===== src/rtl/irq_dma_mr.sv =====
// irq_dma_mr: multi-region IRQ/DMA execution monitor.
// Each executable region runs its own EXEC/ABORT state machine. A region
// enters EXEC only on a clean entry at its first address. It falls back to
// ABORT on any interrupt or DMA activity while executing inside it, or on a
// DMA write that targets it. A shared saturating counter and a cause register
// record the abort events.
module irq_dma_mr #(
  parameter int ADDR_W       = 16,
  parameter int NUM_ER       = 2,
  parameter int CNT_W        = 8,
  parameter bit DMA_ADDR_CHK = 1'b1
) (
  input  logic                     clk,
  input  logic                     reset,
  input  logic [ADDR_W-1:0]        pc,
  input  logic                     irq,
  input  logic                     dma_en,
  input  logic [ADDR_W-1:0]        dma_addr,
  input  logic [NUM_ER*ADDR_W-1:0] er_min,
  input  logic [NUM_ER*ADDR_W-1:0] er_max,
  input  logic                     clr,
  output logic [NUM_ER-1:0]        exec,
  output logic [CNT_W-1:0]         abort_cnt,
  output logic [1:0]               abort_cause
);

  typedef enum logic {
    ST_ABORT = 1'b0,
    ST_EXEC  = 1'b1
  } state_e;

  state_e              state_q [NUM_ER];
  state_e              state_d [NUM_ER];
  logic [NUM_ER-1:0]   exec_q, exec_d;
  logic [CNT_W-1:0]    abort_cnt_q, abort_cnt_d;
  logic [1:0]          abort_cause_q, abort_cause_d;

  logic [NUM_ER-1:0]   valid_s;
  logic [NUM_ER-1:0]   in_er_s;
  logic [NUM_ER-1:0]   fst_s;
  logic [NUM_ER-1:0]   dma_hit_s;
  logic [NUM_ER-1:0]   viol_s;
  logic                ev_s;

  localparam logic [CNT_W-1:0] CNT_MAX = {CNT_W{1'b1}};
  localparam logic [CNT_W-1:0] CNT_ONE = CNT_W'(1);

  // Region decode: validity, pc inside region, entry point hit, DMA target hit, violation.
  always_comb begin
    valid_s   = '0;
    in_er_s   = '0;
    fst_s     = '0;
    dma_hit_s = '0;
    viol_s    = '0;
    for (int i = 0; i < NUM_ER; i++) begin
      valid_s[i]   = (er_min[i*ADDR_W +: ADDR_W] <= er_max[i*ADDR_W +: ADDR_W]);
      in_er_s[i]   = valid_s[i] &&
                     (pc >= er_min[i*ADDR_W +: ADDR_W]) &&
                     (pc <= er_max[i*ADDR_W +: ADDR_W]);
      fst_s[i]     = valid_s[i] && (pc == er_min[i*ADDR_W +: ADDR_W]);
      dma_hit_s[i] = DMA_ADDR_CHK && dma_en && valid_s[i] &&
                     (dma_addr >= er_min[i*ADDR_W +: ADDR_W]) &&
                     (dma_addr <= er_max[i*ADDR_W +: ADDR_W]);
      viol_s[i]    = (in_er_s[i] && (irq || dma_en)) || dma_hit_s[i];
    end
  end

  // Per-region next state; an abort event is a violation seen while in EXEC.
  always_comb begin
    ev_s   = 1'b0;
    exec_d = '0;
    for (int i = 0; i < NUM_ER; i++) begin
      state_d[i] = state_q[i];
      case (state_q[i])
        ST_EXEC: begin
          if (viol_s[i]) begin
            state_d[i] = ST_ABORT;
            ev_s       = 1'b1;
          end else begin
            state_d[i] = ST_EXEC;
          end
        end
        ST_ABORT: begin
          if (fst_s[i] && !viol_s[i]) begin
            state_d[i] = ST_EXEC;
          end else begin
            state_d[i] = ST_ABORT;
          end
        end
        default: begin
          state_d[i] = ST_ABORT;
        end
      endcase
      exec_d[i] = (state_d[i] == ST_EXEC);
    end
  end

  // Abort counter and cause; an event wins over clear and counts once per cycle.
  always_comb begin
    abort_cnt_d   = abort_cnt_q;
    abort_cause_d = abort_cause_q;
    if (ev_s) begin
      abort_cause_d = {dma_en, irq};
      if (clr) begin
        abort_cnt_d = CNT_ONE;
      end else if (abort_cnt_q == CNT_MAX) begin
        abort_cnt_d = CNT_MAX;
      end else begin
        abort_cnt_d = abort_cnt_q + CNT_ONE;
      end
    end else if (clr) begin
      abort_cnt_d   = '0;
      abort_cause_d = 2'b00;
    end else begin
      abort_cnt_d   = abort_cnt_q;
      abort_cause_d = abort_cause_q;
    end
  end

  // State, exec flags and reporting registers; reset forces every region to ABORT.
  always_ff @(posedge clk or posedge reset) begin
    if (reset) begin
      for (int i = 0; i < NUM_ER; i++) begin
        state_q[i] <= ST_ABORT;
      end
      exec_q        <= '0;
      abort_cnt_q   <= '0;
      abort_cause_q <= 2'b00;
    end else begin
      for (int i = 0; i < NUM_ER; i++) begin
        state_q[i] <= state_d[i];
      end
      exec_q        <= exec_d;
      abort_cnt_q   <= abort_cnt_d;
      abort_cause_q <= abort_cause_d;
    end
  end

  assign exec        = exec_q;
  assign abort_cnt   = abort_cnt_q;
  assign abort_cause = abort_cause_q;

endmodule


===== config.mk =====
export PLATFORM = sky130hd
export DESIGN_NAME = irq_dma_mr
export DESIGN_NICKNAME = d
export VERILOG_FILES = /design/src/rtl/irq_dma_mr.sv
export SDC_FILE = /design/constraint.sdc
export NUM_CORES = 1
export LEC_CHECK = 0
export ABC_AREA = 1
export BUFFER_PORTS_ARGS = -buffer_cell sky130_fd_sc_hd__buf_4
export CAP_MARGIN = 20
export CORE_MARGIN = 1
export CORE_UTILIZATION = 45
export DETAILED_ROUTE_END_ITERATION = 10
export PLACE_DENSITY = 0.72
export SLEW_MARGIN = 20
export SYNTH_ARGS = -nofsm -noshare
export SYNTH_HDL_FRONTEND = slang
export SYNTH_SLANG_ARGS = --single-unit

===== constraint.sdc =====
create_clock -name clk -period 1.5 [get_ports clk]
set_input_delay 0.15 -clock clk [delete_from_list [all_inputs] [get_ports clk]]
set_output_delay 0.15 -clock clk [all_outputs]
set_load 0.005 [all_outputs]

==> impl_metrics.toml <==
[synthesis]
ys_types = 29
synth_area_per_cell_um2 = 6.683
ys_seq_elements = 12
synthCells = 703
synth_seq_area_share_pct = 6.391
yosysWarnings = 0
synth_area_um2 = 4698
synth_nets = 965

[global_routing]
antenna_found_initial = 0
gr-usage-met3_pct = 2.506
grt.busiest_layer = "met2"
use_met1_pct = 34.07
first_global_vias = 5358
grt_usage_pct = 27.31
grt_pass1_wl_mm = 24.44
grt_use_met2_pct = 49.76
grt_max_degree = 13
grt_overflow_total = 0

[clock_network]
cts_buffers = 3
clockBufferDepth = 2
clk_latency_ps = 240
clock_sinks = 12
path_clk_slew_ps = 50
tritoncts = "built"
root_buffer = "clkbuf_8"
htree_levels = 1

[worst_hold_path]
worstHoldStart = "irq"
hp-class = "input port to flip-flop"
whs_path_depth = 3
min_to = "abort_cause[0]$_DFFE_PP0P_"

[die]
die_w_um = 104.2
start_util_pct = 47.20
core-area_um2 = 9955
num_io_pins = 113
dieArea_um2 = 10850
row_count = 36
die_h_um = 104.2

[power_and_ir_drop]
power_mw = 2.459
ir_drop_v = 0.0003438
powerDensity_nw_per_um2 = 351.5
p_leak_nw = 3.766

[timing]
period_minus_slack_ps = 1695
setup_violations = 11
finalMaxSlewViolations = 0
tightest_slew_ps = 462.2
worst_slack_ps = -194.8
fmax_mhz = 590.1
period_share_pct = 113.0
finalHoldViolations = 0
rsz0062_at_grt = "yes"
fin_skew_ps = 8.689
max_slew_margin_pct = 69.15

[status]
status = "finished with violations"
violations = "setup timing"

[critical_path]
worstSetupStartpoint = "dma_addr[15]"
start_kind = "input port"
end_kind = "flip-flop"
worst-r2r-setup-slack_ps = -90
reg2reg_from = "abort_cnt[1]$_DFFE_PP0P_"
reg2regPathDepth = 11
cp.required_ps = 1630
crit_type = "input port to flip-flop"
arrival_ps = 1820
r2r_end = "abort_cnt[4]$_DFFE_PP0P_"
cp_max_fo = 7

[routing]
final_antenna_net_count = 0
firstDrtPassIters = 5
post-route-drc-count = 0
drt_iter0_drc = 172
wl_per_cell_um = 14.89
postRouteWirelength_mm = 14.89
vias_per_cell = 5.248
vias = 5248

[cells_and_area]
fin_nets = 1131
final_cell_mix = "nand2_1, buf_4, ha_1"
layout_commonest_cell = "nand2_1"
syn_to_final_growth_pct = 48.92
stdcell_count = 1000
antenna_cells = 0
layout-drive-gt1-share_pct = 37.14

[flow_run]
drv_cap = 0

[placement]
gp_congestion = 0.9316
place_inst = 984
dp_hpwl_mm = 12.53
port_buffers = 112
## flip-flops by register name (all words and copies together), names as in the netlist
| name | count |
|---|---|
| abort_cause | 2 |
| abort_cnt | 8 |
| exec | 2 |
## cell usage after synthesis
library cell    n  area [µm²]
nand2_1       176       660.6
nor2_4          4       45.04
nand3_1        23       115.1
a21o_1          2       15.01
nand3_2         3       30.03
ha_1          161        2014
nand3_4         1       17.52
nand2_2         8       50.05
o21bai_1        4       30.03
xnor2_1         1       8.760
nand2_4         2       22.52
nor3_1          7       35.03
a21oi_1        70       350.3
dfrtp_1        12       300.3
a31oi_1         3       18.77
buf_6           2       22.52
clkinv_1        1       3.750
nand4_1        18       112.6
buf_2           1       5.000
nor4_2          1       12.51
xor2_1          1       8.760
o21ai_0        20       100.1
nor2_2          2       12.51
o21ai_1         2       10.01
o31ai_1         1       7.510
nor3_2          1       10.01
o21a_1          5       37.54
inv_1         120       450.4
nor2_1         51       191.4
## how the worst max path moves through the flow
stage,depth (start not counted),endpoint,slack (ps)
2_1_floorplan,16,abort_cnt[5]$_DFFE_PP0P_,-60
3_5_place_dp,16,abort_cnt[1]$_DFFE_PP0P_,-530
3_3_place_gp,14,abort_cnt[4]$_DFFE_PP0P_,-490
6_report,12,abort_cnt[5]$_DFFE_PP0P_,-190
4_1_cts,12,abort_cause[1]$_DFFE_PP0P_,-150
5_1_grt,13,abort_cnt[5]$_DFFE_PP0P_,-330
## power by group
part           internal [mW]  total (mW)  switching, mW  leakage (nW)
Combinational          0.854        1.84          0.990          3.58
Clock                  0.177       0.291          0.114        0.0216
Sequential             0.324       0.324      0.0000386         0.168
## what timing repair did
action | CTS | global route
gates cloned | 3 | 0
buffers inserted | 6 | 3
hold buffers | 1 | 0
setup endpoints to repair | 10 | 12
gates resized for setup | 70 | 43
endpoints found under the hold margin | 12 | 0
pin swaps | 25 | 33
## final cells by class
cell class / count / area (µm²)
repair buffers: 161 / 1287
inverters: 121 / 519.2
fillers: 819 / 2958
well taps: 133 / 166.4
multi-input cells: 570 / 4682
flip-flops and latches: 12 / 300.3
clock buffers: 3 / 41.29
## worst max-delay path: stages
cell     delay (ps)
buf_4           140
ha_1            330
nand2_1         140
o21ai_0         130
a21oi_1         200
nand3_1         110
nand4_1         160
nand2_4         120
nand2_8         130
nand2_8          70
nand2_1          70
nand2_1          60
## metal layers
metal / share of wire (%) / vias up
met5: 0 / -
li1: - / 2688
met4: 1.9 / 0
met2: 51 / 141
met3: 3.8 / 21
met1: 43 / 2398
## kinds of logic after synthesis
kind of cell             share of synthesized area (%)
XOR/XNOR                                        0.3729
buffers and inverters                            10.25
adder cells (fa/ha/maj)                          42.88
AO/OA/AOI/OAI                                    12.12
AND/OR/NAND/NOR                                  27.99
flip-flops                                       6.392
## through the flow
stage	hold WS [ps]	utilization, %	area, µm²	setup TNS, ps	worst slack [ps]
final	132.8	70.29	6997	-1902	-194.8
after CTS	133.4	67.85	6754	-1352	-150.8
after global placement	182.1	63.95	6366	-5268	-492.7
after detailed placement	188.4	63.95	6366	-5643	-531.0
after floorplan	14.70	-	5094	-495.0	-55.88
after global routing	130.0	70.29	6997	-3303	-332.9
Note: power is estimated with default switching activity, not from simulation.
